[src/rtl/port_requester.sv]
// rtl/port_requester.sv - per-frame output-port requester: requests, waits for grant, forwards or drops
//
// Ports:
//   clk_i, rst_ni              clock and asynchronous active-low reset
//   in_valid_i/in_data_i/in_last_i/in_dest_i/in_ready_o
//                              incoming frame beats; dest sampled on the first beat
//   request_o, grant_i         one-hot request to the output-port arbiter and its grant vector
//   out_valid_o/out_data_o/out_last_o
//                              forwarded beats towards the crossbar
//   frame_cnt_o, drop_cnt_o    wrapping counts of forwarded and dropped frames
module port_requester #(
    parameter int NUM_PORTS  = 3,
    parameter int DATA_WIDTH = 8,
    parameter int TIMEOUT    = 255,
    localparam int DEST_W    = (NUM_PORTS > 1) ? $clog2(NUM_PORTS) : 1
) (
    input  logic                  clk_i,
    input  logic                  rst_ni,
    input  logic                  in_valid_i,
    input  logic [DATA_WIDTH-1:0] in_data_i,
    input  logic                  in_last_i,
    input  logic [DEST_W-1:0]     in_dest_i,
    output logic                  in_ready_o,
    output logic [NUM_PORTS-1:0]  request_o,
    input  logic [NUM_PORTS-1:0]  grant_i,
    output logic                  out_valid_o,
    output logic [DATA_WIDTH-1:0] out_data_o,
    output logic                  out_last_o,
    output logic [15:0]           frame_cnt_o,
    output logic [15:0]           drop_cnt_o
);

    localparam int WAIT_W = (TIMEOUT > 1) ? $clog2(TIMEOUT + 1) : 1;
    localparam logic [WAIT_W-1:0] WAIT_LAST = WAIT_W'(TIMEOUT - 1);
    localparam logic [DEST_W:0]   PORT_LIMIT = (DEST_W + 1)'(NUM_PORTS);

    typedef enum logic [2:0] {
        IDLE,
        REQUEST,
        TRANSFER,
        DROP,
        RELEASE
    } state_t;

    state_t               state_q, state_d;
    logic [DEST_W-1:0]    dest_q, dest_d;
    logic [WAIT_W-1:0]    wait_q, wait_d;
    logic [NUM_PORTS-1:0] request_d;
    logic                 grant_sel;
    logic                 frame_inc, drop_inc;

    always_ff @(posedge clk_i or negedge rst_ni) begin
        if (!rst_ni) begin
            state_q     <= IDLE;
            dest_q      <= '0;
            wait_q      <= '0;
            request_o   <= '0;
            frame_cnt_o <= '0;
            drop_cnt_o  <= '0;
        end else begin
            state_q   <= state_d;
            dest_q    <= dest_d;
            wait_q    <= wait_d;
            request_o <= request_d;
            if (frame_inc) frame_cnt_o <= frame_cnt_o + 16'd1;
            if (drop_inc)  drop_cnt_o  <= drop_cnt_o + 16'd1;
        end
    end

    always_comb begin
        // Only the granted bit for our own destination matters.
        grant_sel = 1'b0;
        for (int i = 0; i < NUM_PORTS; i++) begin
            if (dest_q == DEST_W'(i)) grant_sel = grant_i[i];
        end

        state_d     = state_q;
        dest_d      = dest_q;
        wait_d      = wait_q;
        in_ready_o  = 1'b0;
        out_valid_o = 1'b0;
        out_last_o  = 1'b0;
        out_data_o  = '0;
        frame_inc   = 1'b0;
        drop_inc    = 1'b0;

        case (state_q)
            IDLE: begin
                // The first beat is left in place; it is consumed in TRANSFER or DROP.
                if (in_valid_i) begin
                    dest_d = in_dest_i;
                    if ({1'b0, in_dest_i} < PORT_LIMIT) begin
                        state_d = REQUEST;
                        wait_d  = '0;
                    end else begin
                        state_d = DROP;
                    end
                end
            end
            REQUEST: begin
                wait_d = wait_q + 1'b1;
                // Grant is checked first so a grant in the timeout cycle still wins.
                if (grant_sel)                state_d = TRANSFER;
                else if (wait_q == WAIT_LAST) state_d = DROP;
            end
            TRANSFER: begin
                in_ready_o  = grant_sel;
                out_valid_o = in_valid_i & grant_sel;
                out_last_o  = out_valid_o & in_last_i;
                out_data_o  = out_valid_o ? in_data_i : '0;
                if (out_valid_o && in_last_i) begin
                    state_d   = RELEASE;
                    frame_inc = 1'b1;
                end
            end
            DROP: begin
                in_ready_o = 1'b1;
                if (in_valid_i && in_last_i) begin
                    state_d  = RELEASE;
                    drop_inc = 1'b1;
                end
            end
            RELEASE: state_d = IDLE;
            default: state_d = IDLE;
        endcase

        // request_o is registered from the next state so it is one-hot exactly
        // while in REQUEST/TRANSFER and appears one cycle after the frame start.
        request_d = '0;
        if (state_d == REQUEST || state_d == TRANSFER) begin
            for (int i = 0; i < NUM_PORTS; i++) begin
                request_d[i] = (dest_d == DEST_W'(i));
            end
        end
    end

endmodule
[config.mk]
export PLATFORM = sky130hd
export DESIGN_NAME = port_requester
export DESIGN_NICKNAME = d
export VERILOG_FILES = /design/src/rtl/port_requester.sv
export SDC_FILE = /design/constraint.sdc
export NUM_CORES = 1
export LEC_CHECK = 0
export CORE_MARGIN = 1
export CORE_UTILIZATION = 48
export DETAILED_ROUTE_END_ITERATION = 12
export GPL_TIMING_DRIVEN = 1
export PLACE_DENSITY_LB_ADDON = 0.25
export SETUP_SLACK_MARGIN = 0.3
export SYNTH_ARGS = -nofsm -noshare
export SYNTH_HDL_FRONTEND = slang
export SYNTH_SLANG_ARGS = --single-unit
[constraint.sdc]
create_clock -name clk_i -period 2.25 [get_ports clk_i]
set_input_delay 0.225 -clock clk_i [delete_from_list [all_inputs] [get_ports clk_i]]
set_output_delay 0.225 -clock clk_i [all_outputs]
set_load 0.02 [all_outputs]
==> results of run 1 <==
==> Yosys cell counts, types with 3 or more instances <==
library cell   n  area share
inv_1          5      0.0080
ha_1           4       0.021
a21boi_0       3      0.0096
xnor2_1       18       0.067
nand3_1       12       0.026
or3_1          5       0.013
nand4_1       13       0.035
o21ai_0        5       0.011
and3_1        12       0.032
o21a_1         3      0.0096
nand2_1       15       0.024
xor2_1        16       0.060
nor2_1        20       0.032
mux2_2         3       0.014
dfrtp_1       48        0.51
and2_1         8       0.021
==> per-stage QoR <==
step	utilization	hold WS, ns
floorplan	-	-0.0706
global placement	0.658	0.357
detailed placement	0.658	0.356
CTS	0.683	0.0324
global route	0.683	0.0617
finish	0.683	0.00574
==> cell families (layout without fill, tap and decap cells) <==
logic type,after synthesis,count (layout),synth area share
DFF,48,48,0.512
and+or+nand+nor,102,102,0.244
buffers and inverters,9,87,0.0181
AOI/OAI and AO/OA,18,18,0.0597
xor gates and xnor gates,34,34,0.127
adders and majority gates,4,4,0.0213
muxes,4,4,0.0187
==> critical path, stage by stage (launching register included) <==
cell	delay, ns
dfrtp_1	0.42
nand3b_1	0.22
o21ai_2	0.10
and3_4	0.24
and2_1	0.13
clkdlybuf4s15_1	0.29
==> metal layers <==
layer	GRT usage	share of wire
met1	0.260	0.47
met2	0.320	0.50
met3	0.0292	0.025
met4	0.0458	0.0033
met5	0	0
==> state kept, by name, summed over array words and instances (netlist names) <==
signal and cells:
dest_q 2, drop_cnt_o 16, state_q 3, wait_q 8
request_o 3, frame_cnt_o 16
==> report_power, final <==
group,internal [mW],leakage [nW],switching (mW),total (mW)
registers,0.995,0.633,0.154,1.15
logic,0.490,0.800,0.509,0.999
clock network,0.335,0.0548,0.291,0.626
==> final cells by class <==
cell class                 count  area, sq um
multi-input combinational    162         1120
timing repair buffer          73          683
fill                         366         1500
sequential                    48         1200
inverter                       6         22.5
tap                           67         83.8
clock inverter                 3         46.3
clock buffer                   5         68.8
==> worst paths after layout <==
kind                                    to  slack [ns]  cells after the start            start
setup / recovery             out_data_o[2]        0.32                      5        dest_q[0]
hold / removal              drop_cnt_o[10]       0.006                      2           rst_ni
setup reg to reg              request_o[2]        0.34                      6        dest_q[0]
hold reg to reg            frame_cnt_o[15]        0.47                      1  frame_cnt_o[15]
max in group asynchronous       state_q[1]        1.80                      2           rst_ni
min in group clk_i         frame_cnt_o[15]        0.47                      1  frame_cnt_o[15]
==> results by stage, run 1 <==
Outcome:
- The run finished with clean final reports.

STA:
- Dividing the final minimum period by the clock period gives 0.857.
- The transition time at the pin with the least slew margin is 0.588 ns.
- The worst slew margin relative to its limit is 0.608.
- The count of final setup violators is 0.
- After routing, the total negative slack on setup checks comes to 0 ns.
- The max-slew violation total from the final report is 0.
- The worst path setup slack after routing is 0.321 ns.
- The number of failing hold endpoints at the final stage is 0.
- The final setup skew is 0.00931 ns.
- Setup repair after global routing could not meet its margin everywhere.
- The shortest clock period the worst path allows after layout is 1.93 ns.
- Timing would allow up to between 500 and 600 MHz.

Synth:
- Counting flops with an async set or reset pin after synthesis yields a share of 1.00.
- The total standard cell area after synthesis is 2350 sq um.
- The synthesized design contains 0 enable-type register cells.
- The synthesized flop and latch total is 48.
- The register area share after synthesis is 0.512.
- The net count after synthesis is 240.
- Yosys printed 0 warnings.
- In the synthesized netlist the dominant register cell turns out to be dfrtp_1.
- Synthesis handed over a netlist of 219 instances.
- After synthesis, the mean cell area works out to 10.7 sq um.
- Yosys mapped the design onto 39 distinct sky130hd cell types.

Route:
- The count of antenna-violating nets left after detailed routing is 0.
- Dividing the detail-routed via count by the number of cells gives around 5.
- The total vias in the final route is 1844.
- After detailed routing, the number of remaining DRC violations is 0.
- The number of search-and-repair iterations in the first detailed-routing pass is 6.
- The violation count after the first detailed-routing iteration is 105.
- The final wirelength is roughly 4600 microns.
- The mean routed wirelength per cell is 12.7 microns.

Die:
- The initial utilization of the core area, before any placement, comes to 0.497.
- The total area inside the core boundary comes to 4720 sq um.
- In this run the count of I/O pins placed on the die edge is 63.
- The die covers 5170 sq um.
- The floorplan die height is 71.9 microns.
- Row generation in the floorplan step produced 25 rows.
- The die is approximately 70 microns wide.

Clocking:
- The number of clock buffers added by TritonCTS is 5.
- The count of instances resized after the clock tree is built is 25.
- The clock transition time at the flip-flop clock pins of the worst setup and hold paths is roughly 0.1 ns.
- The H-tree was split into 2 levels.
- The post-CTS setup repair buffer count is 0.
- TritonCTS built the clock tree.
- The buffer cell driving the clock tree root is clkbuf_8.
- For the worst-skew pair, the clock arrives at the later sink with an insertion delay of 0.29 ns.
- The clock tree buffer depth is 2.
- The clock net in this run drives a total of 48 sinks.
- The hold buffer count at CTS is 0.

Power:
- The leakage power total is 1.49 nW.
- Power comes to 2.77 mW.
- The power per cell area is about 860 nW/um^2.
- The worst voltage drop across the vdd grid is 0.000623 V.

Finish:
- The net count reported at finish is 317.
- Relative to the synthesized area, the layout overhead comes to 37.5%.
- The library cell used most frequently in the layout, excluding fill and tap cells, is clkdlybuf4s50_1.
- The library cells used most frequently in the layout, excluding fill and tap cells, are clkdlybuf4s50_1 (50), dfrtp_1 (47), nor2_1 (20), xnor2_1 (18), xor2_1 (16).
- Once layout is done, the placed cells without fillers occupy 3230 sq um.
- The number of standard cells in the layout, taps in and fillers out is 364.
- The number of antenna diodes in the final layout is 0.
- Of the cells placed in the final design, the portion with a size suffix greater than 1 is 0.148.

Setup path:
- STA classifies the critical path endpoint as an output port.
- The critical path class is register to output port.
- The arrival time of the worst setup path is 1.70 ns.
- The largest driver fanout on the critical path is 9.
- The startpoint type of the worst setup path is a register.
- STA puts the critical path data required time at 2.03 ns.

Placed design:
- The half-perimeter wire length of the detailed placement result is 3450 microns.
- Port buffering added 62 buffers.
- Once placement completed, the tool counted placed cells totaling approximately 360.
- The worst setup timing slack at the placement stage is -0.0213 ns.
- The placed instances occupy a cell area of 3110 sq um.
- The routability-driven placement congestion ratio is 0.822.

Global routing:
- The first global-routing pass estimated 7820 microns of wire.
- The global routing usage summed across all routing layers is 0.190.
- For this run the aggregate overflow at the end of global routing stands at 0.
- Entering global routing, the biggest net connects 49 pins.
- The number of antenna violations at the first check in global routing is 0.
- The via count of the first global-routing pass came to 1711.

Min path:
- The type of the worst min-delay path is primary input to asynchronous set/reset pin.

Job:
- The number of max-cap violations is 0.
No activity file was read; power rests on OpenSTA's default activity.
==> inputs of run 2 (changes only) <==
Settings changed: CORE_UTILIZATION 48 to 30, SLEW_MARGIN set to 30.
==> run 2 against run 1 <==
Global-route usage shrank 5.3 points. Flip-flop and latch count stayed put. Worst hold slack improved by 0.43 ns. Clock power up 16%. Critical path depth is the same. Via count decreased by 1.2%. Count of clock-buffer cells in the layout is the same.
==> results by stage, run 2 (same netlist as run 1, synthesis figures left out) <==
Global routing:
- The overall overflow remaining after global route is 0.
- The global-route wire length before repair is 8940 microns.
- Entering global routing, the biggest net connects 26 pins.
- The number of antenna violations at the first check in global routing was 0.
- The via count of the first global-routing pass is ~1800.
- For this run, the total global-route usage over all layers was measured as 0.137.

Finish:
- The layout cell share with drive strength beyond 1 is 0.164.
- The library cell used most frequently in the layout, excluding fill and tap cells, is clkdlybuf4s50_1.
- Leaving out fill and tap cells, the most frequent cells in the layout are clkdlybuf4s50_1 (50), dfrtp_1 (47), nor2_1 (20), xnor2_1 (18), xor2_1 (16).
- The number of diodes added for antenna fixing is 0.
- The largest registers in the layout are drop_cnt_o: 16 flops, frame_cnt_o: 16 flops, wait_q: 8 flops.
- The net count reported at finish is 320.
- Compared with the post-synthesis result, the final layout area differs by 41.5%.

Die:
- The number of I/O pins is 63.
- Measured along the y axis, the die boundary spans between 90 and 100 microns.
- The horizontal extent of the die is 90.5 microns.
- The die covers between 8000 and 9000 sq um.
- For this configuration, the core starts out at a cell density of 0.317.
- The floorplan step defined a core boundary enclosing 7410 sq um.
- In this run the core area contains 31 standard-cell rows.

Route:
- The total vias in the final route is 1822.
- In the routed layout, each cell is associated on average with a via count of 4.58.
- In the final routed layout, each cell accounts on average for 12.7 microns.
- For this block, the initial DRC count from the detailed router was 86.
- In the routed design, unresolved DRC markers number 0.
- The number of search-and-repair iterations in the first detailed-routing pass is 4.
- The final wirelength is 5040 microns.
- The count of antenna-violating nets left after detailed routing is 0.

Setup path:
- The worst register-to-register path has a depth of 6.
- In this design, the stage delay of the slowest critical-path cell is 0.40 ns.
- In this run the critical register-to-register path is launched from state_q[2].
- The worst setup path startpoint is dest_q[0].
- The critical path is of the register to output port type.
- STA classifies the critical path startpoint as a register.
- The endpoint kind of the worst setup timing path is an output port.
- The largest driver fanout on the critical path is 9.
- At the worst endpoint, the required time is 2.03 ns.
- The arrival time of the worst setup path is ~1.7 ns.
- The cell with the largest stage delay on the worst path is dfrtp_1.
- The signal on the critical path passes through mux2i_2 > o21ai_2 > and3_4 > and2_1 > clkdlybuf4s15_2.

Min path:
- The type of the worst min-delay path is primary input to asynchronous set/reset pin.

Placed design:
- Port buffering added 62 buffers.
- The worst setup timing slack at the placement stage is -0.0639 ns.
- The routability-driven placement congestion ratio is 0.720.
- The HPWL after detailed placement is 3710 microns.

STA:
- The setup TNS is 0 ns.
- The worst slew margin relative to its limit is 0.634.
- Of the available clock period, the critical path in the final layout requires 0.852.
- The final setup skew is 0.00517 ns.
- For the pin with the worst max-slew slack, the measured transition is 0.549 ns.
- The number of failing hold endpoints at the final stage is 0.
- The max-slew violation total from the final report came to 0.
- In the post-route analysis, the smallest setup slack over all paths is around 0.33 ns.
- The upper clock frequency limit is between 500 and 600 MHz.
- The shortest clock period the worst path allows after layout is roughly 1.9 ns.
- The count of final setup violators is 0.
- Setup repair after global routing could not meet its margin everywhere.

Clocking:
- No sink is reached through more buffers than the 2 on the longest clock path.
- Clock-pin slew was measured on the worst setup and hold paths at around 0.09 ns.
- The total CTS buffers is 5.
- The TritonCTS clock tree is done.
- The H-tree was split into 2 levels.
- Clock latency on the worst-skew pair, taken at its later pin, is 0.30 ns.
- CTS saw 48 sinks.
- The buffer cell driving the clock tree root is clkbuf_8.

Outcome:
- The flow ran to the end, and the final reports show no timing, DRC or antenna violations.

Power:
- The power per cell area is around 900 nW/um^2.
- The sequential share of power is 0.399.
- The reported net switching power is just under 1 mW.
- The share of total power dissipated in combinational logic is 0.353.
- The worst voltage drop across the vdd grid is around 0.00046 V.
- The clock share of power is 0.248.
- The leakage power total is around 1.5 nW.
- The total internal power is 1.95 mW.
- The switching share of total power is 0.332.

Job:
- The number of max-cap violations is 0.
run 2: cell types whose count changed in the layout (fill, tap and decap cells not counted), sizes merged:
cell and delta:
dlygate4sd3 +1, bufinv +1, buf +9, clkdlybuf4s15 -5
clkinv -1, dlygate4sd2 +1, clkbuf -3, clkinvlp -1
run 2: what timing repair did:
| action | 4_1_cts | 5_1_grt |
|---|---|---|
| endpoints found under the hold margin | 23 | 0 |
| buffers inserted | 1 | 2 |
| gates resized for setup | 31 | 18 |
| setup endpoints to repair | 11 | 14 |
| pin swaps | 0 | 4 |
| hold buffers | 1 | 0 |
run 2: worst paths after layout:
path | end | slack [ns]
setup / recovery | out_data_o[6] | 0.33
hold / removal | frame_cnt_o[15] | 0.44
min in group clk_i | drop_cnt_o[15] | 0.47
hold reg to reg | drop_cnt_o[15] | 0.47
max in group asynchronous | state_q[1] | 1.28
setup reg to reg | request_o[2] | 0.37
run 2: per-stage QoR:
step	util	power (mW)	hold WS [ns]	std cells	area (sq um)
CTS	0.447	2.90	0.447	396	3310
global placement	0.426	2.14	0.252	387	3150
finish	0.448	2.92	0.437	398	3320
floorplan	-	1.76	-0.0706	219	2350
global route	0.448	3.11	0.476	398	3320
detailed placement	0.426	2.15	0.248	387	3150
run 2: per-layer routing:
metal	GRT usage	routed length, microns	up-vias
li1	-	-	920
met1	0.177	2410	862
met2	0.226	2420	32
met3	0.0219	122	8
met4	0.0565	89	0
met5	0	0	-
run 2: final cells by class:
cell class / instances / area (sq um)
Tap cell: 99 / 124
Clock inverter: 2 / 60.1
Sequential cell: 48 / 1200
Timing Repair Buffer: 76 / 701
Fill cell: 714 / 4090
Clock buffer: 5 / 68.8
Multi-Input combinational cell: 162 / 1140
Inverter: 6 / 22.5
run 2: critical path: cells and delay by family (launching register included):
kind | cells | cell delay [ns]
AO/OA/AOI/OAI | 1 | 0.08
buffers and inverters | 1 | 0.25
flip-flops | 1 | 0.40
multiplexers | 1 | 0.32
AND/OR/NAND/NOR | 2 | 0.34
run 2: power by group through the flow:
stage               sequential, mW  combinational [mW]  clock (mW)
finish                        1.17                1.03       0.725
global placement              1.17               0.972           0
floorplan                     1.20               0.563           0
detailed placement            1.17               0.979           0
CTS                           1.16               0.987       0.749
global route                  1.20                1.13       0.779
==> inputs of run 3 (changes only) <==
Settings changed: SETUP_SLACK_MARGIN 0.3 to 0.4.
==> run 3 against run 2 <==
Via count increased by 1.3%. Routed wire length increased by 3.3%. Register-to-register slack about the same. Power increased by 2.7%. Non-clock buffer count increased by 2. Utilization increased by 1.1 points. Sequential share of layout area decreased by 0.89 points. Final area increased by 2.5%. Largest cell class unchanged. Clock power about the same.
==> results by stage, run 3 (same netlist as run 1, synthesis figures left out) <==
Power:
- The power per cell area is 881 nW/um^2.
- The share of total power dissipated in combinational logic is 0.368.
- The switching share of total power is 0.333.
- Of the total power, the clock network draws 0.242.
- The leakage power total is 1.56 nW.
- The total power consumption of the routed design is 3.00 mW.
- The total internal power is ~2 mW.
- VDD sags by at most 0.000437 V.
- The sequential share of power is 0.390.
- In this run the power spent charging and discharging nets is roughly 1.0 mW.

Clocking:
- The clock tree buffer depth is 2.
- The H-tree generated during clock tree synthesis spans 2 levels.
- Clock-pin slew was measured on the worst setup and hold paths at 0.09 ns.
- TritonCTS built the clock tree.
- For this design, the sink count on the clock tree is 48.
- The later pin in the worst-skew pair is clocked with a latency of 0.30 ns.
- In this run the clock root is driven by a clkbuf_8.
- The total CTS buffers is 5.

Die:
- The floorplan has 31 rows.
- The horizontal extent of the die is between 90 and 100 microns.
- 63 I/O pins were placed.
- The floorplan die area is 8180 sq um.
- The core region is 7410 sq um.
- The floorplan die height is approximately 90 microns.
- The starting utilization of the core area is 0.317.

Setup path:
- For the worst setup path, the data required time is 2.44 ns.
- The endpoint kind of the worst setup timing path is a register.
- The startpoint type of the worst setup path is a register.
- The largest driver fanout on the critical path is 3.
- The arrival time of the worst setup path is around 2.1 ns.
- The critical path is of the register to register type.
- For flop-to-flop paths, the worst setup slack is 0.38 ns.
- The worst-case reg-to-reg path depth is 6.

Placed design:
- At the end of routability-driven placement, the weighted congestion stood at 0.720.
- The number of placed cells counting well taps is 387.
- The cell area reported after detailed placement is 3150 sq um.
- The worst setup timing slack at the placement stage is -0.0639 ns.
- The HPWL after detailed placement is 3710 microns.
- During placement, the flow inserted port buffers numbering 62.

Outcome:
- The run finished with clean final reports.

Finish:
- The most common cell after layout, fill and taps aside is clkdlybuf4s50_1.
- The final layout contains 323 nets.
- The finished cells cover 3410 sq um.
- The number of diodes added for antenna fixing is 0.
- Excluding fillers, the count of instances in the completed layout stands at 401.
- Of the cells placed in the final design, the portion with a size suffix greater than 1 is 0.199.
- The layout-stage area growth over the synthesis result is 45.1%.
- The largest registers in the layout are drop_cnt_o: 16 flops, frame_cnt_o: 16 flops, wait_q: 8 flops.
- Leaving out fill and tap cells, the most frequent cells in the layout are clkdlybuf4s50_1 (50), dfrtp_1 (47), nor2_1 (20), xnor2_1 (18), xor2_1 (16).
- The share of the core filled with cells is 0.460.

STA:
- The number of failing hold endpoints at the final stage came to 0.
- The final setup skew is 0.00330 ns.
- The final critical-path share of the clock period is 0.831.
- The upper clock frequency limit is 535 MHz.
- The worst slew margin relative to its limit is 0.632.
- Setup repair after global routing could not meet its margin everywhere.
- The worst slack on hold paths is 0.437 ns.
- Setup violations remaining at the end of the flow were counted as 0.
- The setup TNS is 0 ns.
- Setup slack closes at 0.380 ns.
- The transition time at the pin with the least slew margin is 0.551 ns.
- The max-slew violation total from the final report was 0.
- The shortest clock period the worst path allows after layout is 1.87 ns.

Global routing:
- The first global-routing pass estimated 9060 microns of wire.
- In the global route stage, overall resource usage came out at 0.138.
- After global routing the overflow that remains totals 0.
- The via count of the first global-routing pass is 1886.
- The largest net degree at the start of global routing is 26.
- The number of antenna violations at the first check in global routing is 0.

Route:
- The first routing iteration left 66 violations.
- The routed layout has 1846 vias.
- For this run, design rule violations remaining after detail routing come to 0.
- The pre-antenna-repair detailed-routing pass consisted of 4 iterations.
- The mean routed wirelength per cell is 13.0 microns.
- In the routed layout, each cell is associated on average with a via count of 4.60.
- Once detail routing completed, the nets flagged for antenna violations numbered 0.
- The final wirelength is 5210 microns.

Min path:
- In this run the worst hold path is classified as primary input to asynchronous set/reset pin.

Job:
- The number of max-cap violations is 0.
==> run 3: changes by cell type in the layout (fill, tap and decap cells not counted), sizes merged <==
cell and delta:
and3 +1, buf +4, clkbuf +1, dlygate4sd2 -2, clkdlybuf4s15 -1
==> run 3: power groups by stage <==
stage,sequential [mW],clock [mW],combinational [mW]
floorplan,1.20,0,0.563
global placement,1.17,0,0.972
detailed placement,1.17,0,0.979
CTS,1.16,0.749,1.06
global route,1.20,0.779,1.21
finish,1.17,0.726,1.10
==> run 3: final timing paths <==
path / end / from
setup reg to reg: request_o[2] / dest_q[0]
hold reg to reg: drop_cnt_o[15] / drop_cnt_o[15]
hold / removal: drop_cnt_o[13] / rst_ni
min in group clk_i: drop_cnt_o[15] / drop_cnt_o[15]
max in group asynchronous: state_q[1] / rst_ni
setup / recovery: request_o[2] / dest_q[0]
==> run 3: worst max-delay path, stage by stage, from the launching register on <==
cell and delay [ns]:
dfrtp_1 0.42, mux2i_2 0.18, buf_4 0.15, o211a_1 0.23
o21a_1 0.20, or3_4 0.38, and4b_1 0.21
==> run 3: layer usage <==
layer	vias up	routed length [microns]	track usage	part of all wire
met4	0	102	0.0565	0.020
met5	-	0	0	0
met2	32	2500	0.233	0.48
met3	10	116	0.0219	0.022
li1	932	-	-	-
met1	872	2490	0.176	0.48
==> run 3: layout make-up <==
class	count	area, sq um
Timing Repair Buffer	78	753
Clock inverter	2	60.1
Fill cell	709	4000
Clock buffer	5	68.8
Multi-Input combinational cell	163	1170
Tap cell	99	124
Inverter	6	22.5
Sequential cell	48	1200
==> run 3: timing repair <==
item	4_1_cts	5_1_grt
endpoints found under the hold margin	23	0
pin swaps	1	7
hold buffers	1	0
endpoints found under the setup margin	14	18
gates cloned	0	1
buffers inserted	4	1
resized for setup	39	41
